--- config.mk ---
export PLATFORM = sky130hd
export DESIGN_NAME = counter_tick_gen_flat
export DESIGN_NICKNAME = d
export VERILOG_FILES = /design/src/rtl/counter_tick_gen_pkg.sv /design/src/rtl/counter_tick_gen_if.sv /design/src/rtl/counter_tick_gen_debounce.sv /design/src/rtl/counter_tick_gen.sv /design/src/flat_wrapper.sv
export SDC_FILE = /design/constraint.sdc
export NUM_CORES = 1
export LEC_CHECK = 0
export ABC_AREA = 1
export CAP_MARGIN = 0
export CORE_MARGIN = 2
export CORE_UTILIZATION = 60
export CTS_CLUSTER_SIZE = 20
export DETAILED_ROUTE_END_ITERATION = 10
export PLACE_DENSITY = 0.83
export SLEW_MARGIN = 10
export SYNTH_ARGS = -nofsm -noshare
export SYNTH_HDL_FRONTEND = slang
export SYNTH_SLANG_ARGS = --single-unit
export TNS_END_PERCENT = 5
--- constraint.sdc ---
create_clock -name clk -period 5.4 [get_ports clk]
set_input_delay 1.35 -clock clk [delete_from_list [all_inputs] [get_ports clk]]
set_output_delay 1.35 -clock clk [all_outputs]
set_load 0.02 [all_outputs]
--- src/rtl/counter_tick_gen_pkg.sv ---
// Shared types and constants for the counter tick/mode control stage.
package counter_tick_pkg;

  typedef enum logic [1:0] {
    S_STABLE,
    S_CHECK,
    S_PENDING
  } deb_state_t;

  localparam logic MODE_UP   = 1'b1;
  localparam logic MODE_DOWN = 1'b0;

endpackage

--- src/rtl/counter_tick_gen_if.sv ---
// Control/status bundle between the counter tick generator and its user.
// clk_d exists only when CLK_D_OUT_EN is defined.
interface counter_tick_gen_if #(
  parameter int unsigned DIV_W = 8
);
  logic             en;
  logic [DIV_W-1:0] div_ratio;
  logic             mode_raw;
  logic             tick;
  logic             mode;
  logic             dir_chg;
`ifdef CLK_D_OUT_EN
  logic             clk_d;
`endif

  modport master (
    output en, div_ratio, mode_raw,
`ifdef CLK_D_OUT_EN
    input  clk_d,
`endif
    input  tick, mode, dir_chg
  );

  modport slave (
    input  en, div_ratio, mode_raw,
`ifdef CLK_D_OUT_EN
    output clk_d,
`endif
    output tick, mode, dir_chg
  );
endinterface

--- src/rtl/counter_tick_gen_debounce.sv ---
// Direction-request debouncer: a new mode_raw level must persist DEB_CYC sampled
// cycles, then waits in S_PENDING until the top signals the edge that raises tick.
module mode_debounce
  import counter_tick_pkg::*;
#(
  parameter int unsigned DEB_CYC = 4
) (
  input  logic clk,
  input  logic rst,
  input  logic mode_raw,
  input  logic tick,
  input  logic mode,
  output logic mode_nxt,
  output logic apply
);

  localparam int unsigned CW = (DEB_CYC < 2) ? 1 : $clog2(DEB_CYC);
  localparam logic [CW-1:0] DEB_LAST = CW'(DEB_CYC - 1);

  deb_state_t    state, state_n;
  logic [CW-1:0] deb_cnt, cnt_n;
  logic          pend_dir, pend_n;
  logic          differ;

  assign differ   = (mode_raw != mode);
  assign mode_nxt = pend_dir;

  always_ff @(posedge clk or posedge rst) begin
    if (rst) begin
      state    <= S_STABLE;
      deb_cnt  <= '0;
      pend_dir <= MODE_UP;
    end else begin
      state    <= state_n;
      deb_cnt  <= cnt_n;
      pend_dir <= pend_n;
    end
  end

  always_comb begin
    state_n = state;
    cnt_n   = deb_cnt;
    pend_n  = pend_dir;
    apply   = 1'b0;
    case (state)
      S_STABLE: begin
        if (differ) begin
          pend_n = mode_raw;
          if (DEB_CYC <= 1) begin
            state_n = S_PENDING;
            cnt_n   = '0;
          end else begin
            state_n = S_CHECK;
            cnt_n   = CW'(1);
          end
        end
      end
      S_CHECK: begin
        if (!differ) begin
          state_n = S_STABLE;
          cnt_n   = '0;
        end else if (deb_cnt == DEB_LAST) begin
          state_n = S_PENDING;
          pend_n  = mode_raw;
          cnt_n   = '0;
        end else begin
          cnt_n = deb_cnt + CW'(1);
        end
      end
      S_PENDING: begin
        // Tick wins over cancellation; while pending, deb_cnt counts reverted cycles.
        if (tick) begin
          apply   = 1'b1;
          state_n = S_STABLE;
          cnt_n   = '0;
        end else if (!differ) begin
          if (deb_cnt == DEB_LAST) begin
            state_n = S_STABLE;
            cnt_n   = '0;
          end else begin
            cnt_n = deb_cnt + CW'(1);
          end
        end else begin
          cnt_n = '0;
        end
      end
      default: begin
        state_n = S_STABLE;
        cnt_n   = '0;
      end
    endcase
  end

endmodule

--- src/rtl/counter_tick_gen.sv ---
// Clock divider producing a one-cycle tick plus a debounced mode applied only on tick.
// Define CLK_D_OUT_EN to add the clk_d debug output (toggles on every tick).
module counter_tick_gen
  import counter_tick_pkg::*;
#(
  parameter int unsigned DIV_W    = 8,
  parameter int unsigned DEB_CYC  = 4,
  parameter logic        MODE_RST = MODE_UP
) (
  input logic               clk,
  input logic               rst,
  counter_tick_gen_if.slave bus
);

  logic [DIV_W-1:0] div_cnt, ratio_q, ratio_eff;
  logic             load_pend;
  logic             wrap;
  logic             tick_q, mode_q, dir_chg_q;
  logic             mode_nxt, apply;

  // The first period after reset must already use div_ratio, before ratio_q is loaded.
  assign ratio_eff = load_pend ? bus.div_ratio : ratio_q;
  assign wrap      = bus.en && (div_cnt == ratio_eff);

  always_ff @(posedge clk or posedge rst) begin
    if (rst) begin
      div_cnt   <= '0;
      ratio_q   <= '0;
      load_pend <= 1'b1;
      tick_q    <= 1'b0;
      dir_chg_q <= 1'b0;
      mode_q    <= MODE_RST;
    end else begin
      load_pend <= 1'b0;
      if (load_pend || wrap)
        ratio_q <= bus.div_ratio;
      if (wrap)
        div_cnt <= '0;
      else if (bus.en)
        div_cnt <= div_cnt + 1'b1;
      tick_q    <= wrap;
      dir_chg_q <= apply;
      if (apply)
        mode_q <= mode_nxt;
    end
  end

  mode_debounce #(
    .DEB_CYC(DEB_CYC)
  ) u_debounce (
    .clk      (clk),
    .rst      (rst),
    .mode_raw (bus.mode_raw),
    .tick     (wrap),
    .mode     (mode_q),
    .mode_nxt (mode_nxt),
    .apply    (apply)
  );

  assign bus.tick    = tick_q;
  assign bus.mode    = mode_q;
  assign bus.dir_chg = dir_chg_q;

`ifdef CLK_D_OUT_EN
  logic clk_d_q;

  always_ff @(posedge clk or posedge rst) begin
    if (rst)
      clk_d_q <= 1'b0;
    else if (wrap)
      clk_d_q <= ~clk_d_q;
  end

  assign bus.clk_d = clk_d_q;
`endif

endmodule

--- src/flat_wrapper.sv ---
// flat-port wrapper written by rule: the top's interface ports become plain ports
module counter_tick_gen_flat import counter_tick_pkg::*;
#(
  parameter int unsigned DIV_W    = 8,
  parameter int unsigned DEB_CYC  = 4,
  parameter logic        MODE_RST = MODE_UP
)
  (clk, rst, bus_en, bus_div_ratio, bus_mode_raw, bus_tick, bus_mode, bus_dir_chg);
  counter_tick_gen_if #(.DIV_W(DIV_W)) bus_i ();
  input logic clk;
  input logic rst;
  input wire logic [$bits(bus_i.en)-1:0] bus_en;
  input wire logic [$bits(bus_i.div_ratio)-1:0] bus_div_ratio;
  input wire logic [$bits(bus_i.mode_raw)-1:0] bus_mode_raw;
  output wire logic [$bits(bus_i.tick)-1:0] bus_tick;
  output wire logic [$bits(bus_i.mode)-1:0] bus_mode;
  output wire logic [$bits(bus_i.dir_chg)-1:0] bus_dir_chg;
  assign bus_i.en = bus_en;
  assign bus_i.div_ratio = bus_div_ratio;
  assign bus_i.mode_raw = bus_mode_raw;
  assign bus_tick = bus_i.tick;
  assign bus_mode = bus_i.mode;
  assign bus_dir_chg = bus_i.dir_chg;
  counter_tick_gen #(.DIV_W(DIV_W), .DEB_CYC(DEB_CYC), .MODE_RST(MODE_RST)) u_core (.clk(clk), .rst(rst), .bus(bus_i));
endmodule
After elaboration in Yosys (flattened, before gate mapping)
Index checks and enable logic that the tools add are counted.
{ "word_totals": {"register_bits": 25, "latch_bits": 0, "ramBits": 0, "romBits": 0, "in_bits": 12, "memories": 0} }
{ "classes": {"add_sub_neg": 2, "mul": 0, "n_div": 0, "order_cmp": 0, "n_eq_ne": 11, "shifts": 0, "mux": 21, "bitwise_logic": 0, "n_reduce_logical": 7} }
{ "op_table": {"columns": ["operator", "count"], "rows": [
  ["$mux W8", 3],
  ["$mux W2", 10],
  ["$pmux W2 S3", 2],
  ["$add A8 B1 Y8 const B", 1],
  ["$eq A8 B8 Y1", 1],
  ["$reduce_and A4 Y1", 2],
  ["$ne A2 B2 Y1 const B", 3],
  ["$ne A3 B2 Y1 const B", 2],
  ["$mux W1", 5],
  ["$eq A2 B2 Y1 const B", 2],
  ["$reduce_bool A2 Y1", 2],
  ["$ne A3 B3 Y1 const B", 1],
  ["$add A2 B1 Y2 const B", 1],
  ["$eq A2 B1 Y1 const B", 1],
  ["$logic_not A2 Y1", 1],
  ["$pmux W1 S2", 1],
  ["$logic_and A1 B1 Y1", 1],
  ["$logic_or A1 B1 Y1", 1],
  ["$ne A1 B1 Y1", 1]
]} }

Logic depth before layout (Yosys ltp)
Gate-level depths: netlist of run 1.
{ "depth": {"depth_word": 5, "ltp_mapped": 14, "depth_no_buf": 13} }

Hierarchy
A second synthesis of run 1 with hierarchy kept.
{ "unflattened": {"cells_unflattened": 189, "hier_area_um2": 1485.2} }
{ "modules_own_cells": {"columns": ["mod", "instances", "cells_per_inst", "area_per_inst_um2"], "rows": [
  ["counter_tick_gen", 1, 146, 1178.6],
  ["mode_debounce", 1, 43, 306.5]
]} }

Worst setup path after synthesis of run 1
No wires, ideal clock.
{ "synth_timing": {"path_kind": "input port to flip-flop", "startpoint": "input port bus_en", "endpoint": "register u_core.ratio_q[4]", "setup_ps": 122, "arrival_ps": 2293, "required_time_ps": 5278, "slack_ps": 2985, "cell_stages": 9, "path_cell_list": "clkbuf_1 -> inv_1 -> a21oi_1 -> nand3_1 -> nor2_1 -> nand2_2 -> nand2_2 -> buf_6 -> a21oi_1"} }
{ "synth_via": {"elab_chain_cells": 2} }
{ "synth_rtl": {"columns": ["element", "line_no", "text"], "rows": [
  ["start: declaration", "flat_wrapper.sv:12", "input wire logic [$bits(bus_i.en)-1:0] bus_en;"],
  ["$logic_and A1 B1 Y1", "counter_tick_gen.sv:23", "assign wrap = bus.en && (div_cnt == ratio_eff);"],
  ["$logic_or A1 B1 Y1", "counter_tick_gen.sv:35", "if (load_pend || wrap)"],
  ["end signal: assignment", "counter_tick_gen.sv:36", "ratio_q <= bus.div_ratio;"],
  ["end: declaration", "counter_tick_gen.sv:15", "logic [DIV_W-1:0] div_cnt, ratio_q, ratio_eff;"]
]} }
Every way passes these cells.
A chain may end at the register's enable or synchronous reset.

Final worst setup path of run 1
{ "layout_timing": {"startpoint": "register u_core.mode_q (netlist: u_core.bus.mode)", "endpoint": "output port bus_mode"} }
{ "layout_lines": {"columns": ["element", "line_no", "text"], "rows": [
  ["start: declaration", "counter_tick_gen.sv:18", "logic tick_q, mode_q, dir_chg_q;"],
  ["start signal: assignment", "counter_tick_gen.sv:44", "mode_q <= mode_nxt;"],
  ["end: declaration", "flat_wrapper.sv:16", "output wire logic [$bits(bus_i.mode)-1:0] bus_mode;"]
]} }
No word-level cell between the ends.

==> results of run 1 <==
[metal layers]
layer	global-route usage [%]	part of all wire, %	vias up	wire (microns)
met5	0	0	-	0
met1	31.7	45	630	1460
met3	4.72	3.7	11	119
li1	-	-	681	-
met2	40.4	49	37	1590
met4	10.0	1.8	0	59
[power breakdown]
group / leakage [uW] / switching [uW] / internal [uW] / total, uW
combinational: 0.000551 / 114 / 77.2 / 192
clock: 0.0000177 / 56.8 / 27.8 / 84.6
sequential: 0.000307 / 40.7 / 227 / 268
total: 0.000876 / 212 / 332 / 544
[placed cells by master, fill, tap and decap left out, types with 2 or more instances in the layout]
cell type and count:
dfstp_2 3, nand3b_1 3, a21oi_1 4, nand4_1 3, nand2_2 8, clkdlybuf4s50_1 14, xor2_1 3, o21ai_0 5
nor3_1 2, o21ai_1 3, o211ai_1 3, nand2_1 67, dfrtp_1 22, ha_1 2, nor2_1 17, nand3_1 21
inv_1 27, xnor2_1 2, clkbuf_4 3
[per-stage QoR]
stage | power (uW) | std cells | cell area (sq um)
5_1_grt | 587 | 251 | 1680
3_5_place_dp | 459 | 247 | 1650
4_1_cts | 544 | 251 | 1680
2_1_floorplan | 409 | 207 | 1510
3_3_place_gp | 447 | 247 | 1650
6_report | 544 | 251 | 1680
[final timing paths]
| kind | depth (start not counted) | start | end |
|---|---|---|---|
| setup / recovery | 1 | u_core.bus.mode | bus_mode |
| hold / removal | 2 | u_core.u_debounce.mode_nxt | u_core.bus.mode |
| setup reg to reg | 12 | u_core.load_pend | u_core.ratio_q[4] |
| hold reg to reg | 2 | u_core.u_debounce.mode_nxt | u_core.bus.mode |
| max in group asynchronous | 2 | rst | u_core.ratio_q[0] |
| min in group asynchronous | 2 | rst | u_core.bus.tick |
[sequential cells by signal, summed over array words and instances, names as in the netlist]
signal	flops
u_core.div_cnt	8
u_core.ratio_q	8
u_core.u_debounce.deb_cnt	2
u_core.u_debounce.state	2
u_core.bus.dir_chg	1
u_core.bus.mode	1
u_core.bus.tick	1
u_core.load_pend	1
u_core.u_debounce.mode_nxt	1
[logic make-up (layout without fill, tap and decap cells)]
family,count (synthesis),in the layout
multiplexers,1,1
AND/OR/NAND/NOR,125,125
AO/OA/AOI/OAI,16,16
adder cells (fa/ha/maj),2,2
flip-flops,25,25
buffers and inverters,32,46
other,1,1
XOR/XNOR,5,5
[cell type report]
class | count | area [sq um] | share of cell area, %
sequential | 25 | 629 | 37.6
clock buffer | 3 | 22.5 | 1.34
tap | 30 | 37.5 | 2.24
inverter | 28 | 110 | 6.57
clock inverter | 1 | 5.00 | 0.299
timing repair buffer | 14 | 140 | 8.36
multi-input combinational | 150 | 731 | 43.6
[cell usage after synthesis, drive strengths merged (3+ instances only)]
master  count
nand3      21
xor2        3
nand4       3
buf         3
inv        28
dfrtp      22
nor2       17
o211ai      3
dfstp       3
nor3        3
o21ai       8
a21oi       4
nand2      75
nand3b      3
==> reports/qor.yml, run 1 <==
status:
  status: "finished, final reports clean"
worst_setup_path:
  worstPathCellList: "clkdlybuf4s50_1"
  r2r_slack_ns: 3.38
  worst-path-max-fanout: 3
  crit_slowest_cell: "clkdlybuf4s50_1"
  crit_family: "buffers and inverters"
  crit_type: "reg2out"
  cpPeakStageDelay_ns: 0.60
  crit_buf_inv: 1
  cp-start-kind: "register"
  setup.worst_path.end_class: "output port"
  crit_required_ns: 4.05
  arrival_ns: 1.51
synthesis:
  synth-edff-count: 0
  ys_types: 27
  synth_top_cell_area_share_pct: 36.5
  ys_warn_count: 0
  synth-seq-cells: 25
  synth_area_sq_mm: 0.00151
  postSynth.asyncResetShare_pct: 100
  synth.avg_cell_area_sq_um: 7.28
  synthAdderAreaFrac_pct: 1.66
  synthMuxAreaShare_pct: 0.747
  synth_area_leaders: "dfrtp_1 (37%), nand2_1 (17%), nand3_1 (7.0%)"
  synth_compound_area_share_pct: 5.89
  ys_seq_area_share_pct: 41.7
  syn_nets: 221
  synth_top_family_by_area: "simple AND/OR/NAND/NOR gates"
  yosys.area_share.simple_pct: 37.0
  synth_cells: 207
  synthXorXnorAreaFrac_pct: 2.90
  synth_largest_area_cell: "dfrtp_1"
  ys.flop_type: "dfrtp_1"
clock_network:
  cts_buffer_depth: 2
  ctsResizeCount: 0
  htree_levels: 1
  cts.clk_slew.worst_paths_ns: 0.14
  clk_latency_ns: 0.32
  post-cts-setup-buffer-count: 0
  clock-sinks: 25
  numCtsBuffers: 3
  clockRootBuffer: "clkbuf_4"
  postCtsHoldBufs: 0
  cts_tree: "done"
pwr:
  ir_drop_mv: 0.256
  p_leak_uw: 0.000876
  powerDensity_mw_per_mm2: 325
final_layout:
  layout-drive-gt1-share_pct: 8.14
  fill_cells: 207
  nNetsFinal: 236
  antennaDiodeCount: 0
  utilization_pct: 68.9
  syn_to_final_growth_pct: 11.1
floorplanning:
  rows: 18
  pin_count: 15
  die_w_microns: 54.1
  coreArea_sq_mm: 0.00243
  die_area_sq_mm: 0.00293
  die_h_microns: 54.1
  initial_core_util_pct: 62.0
grt:
  overflow: 0
  grt_pass1_wl_microns: 5240
  antenna_found_initial: 0
  grt_max_degree: 26
  track_usage_pct: 24.6
  first_global_vias: 1240
placed_design:
  gp_congestion: 0.975
  port_buffers: 14
  dp_slack_ns: 2.36
  dpl.hpwl_microns: 2460
sta:
  setup_viol: 0
  hold_ws_ns: 0.501
  final-max-slew-violation-count: 0
  min_period_ns: 2.86
  fin_setup_tns_ns: 0
  tightest_slew_ns: 0.949
  period_share_pct: 53.0
  fin_skew_ns: 0.0111
  clock.fmax_mhz: 349
  rsz0062_at_grt: "false"
  relSlewSlack_pct: 36.7
  finalHoldViolCount: 0
  timing.final.ws_setup_ns: 2.54
route:
  drc: 0
  vias_per_cell: 5.41
  routedWlPerCell_microns: 12.9
  first_pass_iters: 5
  vias: 1359
  first_iter_violations: 26
  ant_nets: 0
  routed_wl_microns: 3240
worst_hold_path:
  hold_class: "reg2reg"
job:
  max_cap_violations: 0
Note: power is estimated with default switching activity, not from simulation.
==> run 2, diff against run 1 <==
--- a/config.mk
+++ b/config.mk
@@ -8,10 +8,10 @@
 export ABC_AREA = 1
 export CAP_MARGIN = 0
 export CORE_MARGIN = 2
-export CORE_UTILIZATION = 60
+export CORE_UTILIZATION = 50
 export CTS_CLUSTER_SIZE = 20
 export DETAILED_ROUTE_END_ITERATION = 10
-export PLACE_DENSITY = 0.83
+export PLACE_DENSITY = 0.74
 export SLEW_MARGIN = 10
 export SYNTH_ARGS = -nofsm -noshare
 export SYNTH_HDL_FRONTEND = slang
==> constraint.sdc (replaced) <==
create_clock -name clk -period 2.4 [get_ports clk]
set_input_delay 0.6 -clock clk [delete_from_list [all_inputs] [get_ports clk]]
set_output_delay 0.6 -clock clk [all_outputs]
set_load 0.02 [all_outputs]
==> run 2 against run 1 <==
  * Non-clock buffer count is 2 higher
  * Wire length is 11% lower
  * Sequential power is 120% higher
  * Cell area is 0.97% higher
  * Final cell count is 1.2% higher
  * Sequential share of layout area is 0.36 points lower
  * Highest routed layer unchanged
  * Utilization is 8.6 points lower
  * The flow now finishes with violations (DRC)
==> reports/qor.yml, run 2 (same netlist as run 1, synthesis figures left out) <==
clock_network:
  cts_buffer_depth: 2  # unchanged
  cts.clk_slew.worst_paths_ns: 0.13  # about the same
  postCtsHoldBufs: 0  # unchanged
  numCtsBuffers: 3  # unchanged
  clk_latency_ns: 0.31  # about the same
  clock-sinks: 25  # unchanged
  ctsResizeCount: 0  # unchanged
  clockRootBuffer: "clkbuf_4"
  post-cts-setup-buffer-count: 0  # unchanged
  htree_levels: 1  # unchanged
  cts_tree: "done"
grt:
  grt.met3_usage_pct: 2.64  # -2.1 points
  overflow: 0  # unchanged
  grt_pass1_wl_microns: 5220  # -0.27%
  grt_use_met1_pct: 24.6  # -7.1 points
  use_met2_pct: 34.0  # -6.4 points
  track_usage_pct: 19.7  # -5.0 points
  grt_max_degree: 26  # unchanged
  antenna_found_initial: 0  # unchanged
  grt.busiest_layer: "met2"
  first_global_vias: 1273  # +2.7%
final_layout:
  fill_cells: 257  # +24%
  instances_no_fill: 254  # +1.2%
  final_common_cell: "nand2_1"
  syn_to_final_growth_pct: 12.2
  fin_area_sq_mm: 0.00169  # +0.97%
  nNetsFinal: 238  # +0.85%
  antennaDiodeCount: 0  # unchanged
  layout-drive-gt1-share_pct: 8.97  # +0.82 points
  reg_top3: "u_core.div_cnt x8, u_core.ratio_q x8"
  mostFrequentLayoutCells: "nand2_1 (67), inv_1 (27), dfrtp_1 (22), nand3_1 (21), nor2_1 (17)"
worst_hold_path:
  hp-start: "u_core.u_debounce.mode_nxt"
  hold_class: "reg2reg"
  whs_path_depth: 2  # unchanged
  hold_end: "u_core.bus.mode"
route:
  vias_per_cell: 5.06  # -6.6%
  drc: 1  # +1
  first_iter_violations: 36  # +38%
  vias: 1284  # -5.5%
  routedWlPerCell_microns: 11.3  # -12%
  routed_wl_microns: 2870  # -11%
  ant_nets: 0  # unchanged
  first_pass_iters: 7  # +2
pwr:
  p_leak_uw: 0.000886  # +1.1%
  powerDensity_mw_per_mm2: 709  # +120%
  ir_drop_mv: 0.388  # +51%
worst_setup_path:
  arrival_ns: 1.49  # -0.02 ns
  worstPathCellList: "clkdlybuf4s50_1"
  crit_cells: 1  # unchanged
  crit_buf_inv: 1  # unchanged
  crit_type: "reg2out"
  reg2reg_to: "u_core.bus.mode"
  crit_required_ns: 1.80  # -2.25 ns
  worst-path-max-fanout: 3  # unchanged
  r2r_slack_ns: 0.46  # -2.92 ns
  crit_family: "buffers and inverters"
  crit_slowest_cell: "clkdlybuf4s50_1"
  worstReg2RegStart: "u_core.load_pend"
  setup.worst_path.end_class: "output port"
  cpPeakStageDelay_ns: 0.61  # about the same
  cp-start-kind: "register"
  rr_worst_depth: 10  # -2
sta:
  timing.final.ws_setup_ns: 0.312  # -2.23 ns
  fin_setup_tns_ns: 0  # unchanged
  final-max-slew-violation-count: 0  # unchanged
  finalHoldViolCount: 0  # unchanged
  period_share_pct: 87.0
  min_period_ns: 2.09
  rsz0062_at_grt: "false"
  hold_ws_ns: 0.494  # -0.00726 ns
  clock.fmax_mhz: 479
  fin_skew_ns: 0.00339  # -0.00773 ns
  setup_viol: 0  # unchanged
floorplanning:
  rows: 19  # +1
  die_h_microns: 58.9  # +8.8%
  pin_count: 15  # unchanged
  coreArea_sq_mm: 0.00281  # +15%
  die_w_microns: 58.9  # +8.8%
  die_area_sq_mm: 0.00347  # +18%
  initial_core_util_pct: 53.7  # -8.2 points
status:
  violations: "DRC"
  status: "finished, violations left"
placed_design:
  gp_congestion: 0.848  # -13%
  dp.cells: 250  # +1.2%
  port_buffers: 14  # unchanged
  dp_slack_ns: 0.117  # -2.25 ns
  place_area_sq_mm: 0.00166  # +0.99%
  dpl.hpwl_microns: 2330  # -5.3%
job:
  max_cap_violations: 0  # unchanged
==> run 2: cell count changes in the layout (fill, tap and decap cells not counted) <==
cell / change
buf_4: +2
==> run 2: area by class of cell <==
| class | count | area [sq um] | area share [%] |
|---|---|---|---|
| clock buffers | 3 | 22.5 | 1.33 |
| clock inverters | 1 | 5.00 | 0.296 |
| inverters | 28 | 110 | 6.51 |
| multi-input cells | 150 | 731 | 43.2 |
| flip-flops and latches | 25 | 629 | 37.2 |
| well taps | 31 | 38.8 | 2.29 |
| repair buffers | 16 | 155 | 9.17 |
==> run 2: stage by stage <==
| step | util [%] | power (uW) |
|---|---|---|
| floorplan | - | 920 |
| finish | 60.3 | 1200 |
| detailed placement | 59.3 | 1030 |
| CTS | 60.3 | 1220 |
| global placement | 59.3 | 1010 |
| global route | 60.3 | 1310 |
==> run 2: how the worst max path moves through the flow <==
stage                           from                 to  slack [ns]
floorplan           u_core.load_pend  u_core.ratio_q[4]        0.70
global placement    bus_div_ratio[2]    u_core.bus.mode        0.19
detailed placement  bus_div_ratio[2]    u_core.bus.mode        0.12
CTS                  u_core.bus.mode           bus_mode        0.29
global route        u_core.load_pend    u_core.bus.mode        0.22
finish               u_core.bus.mode           bus_mode        0.31
==> run 2: per-layer routing <==
metal / wire length, microns / vias to the layer above
met4: 55 / 0
met1: 1360 / 588
met5: 0 / -
met3: 39 / 6
li1: - / 681
met2: 1420 / 9
==> run 2: power breakdown <==
part / internal, uW / switching, uW / total, uW / leakage [uW]
clock network: 62.2 / 118 / 180 / 0.0000177
registers: 511 / 87.2 / 599 / 0.000307
logic: 174 / 246 / 420 / 0.000561
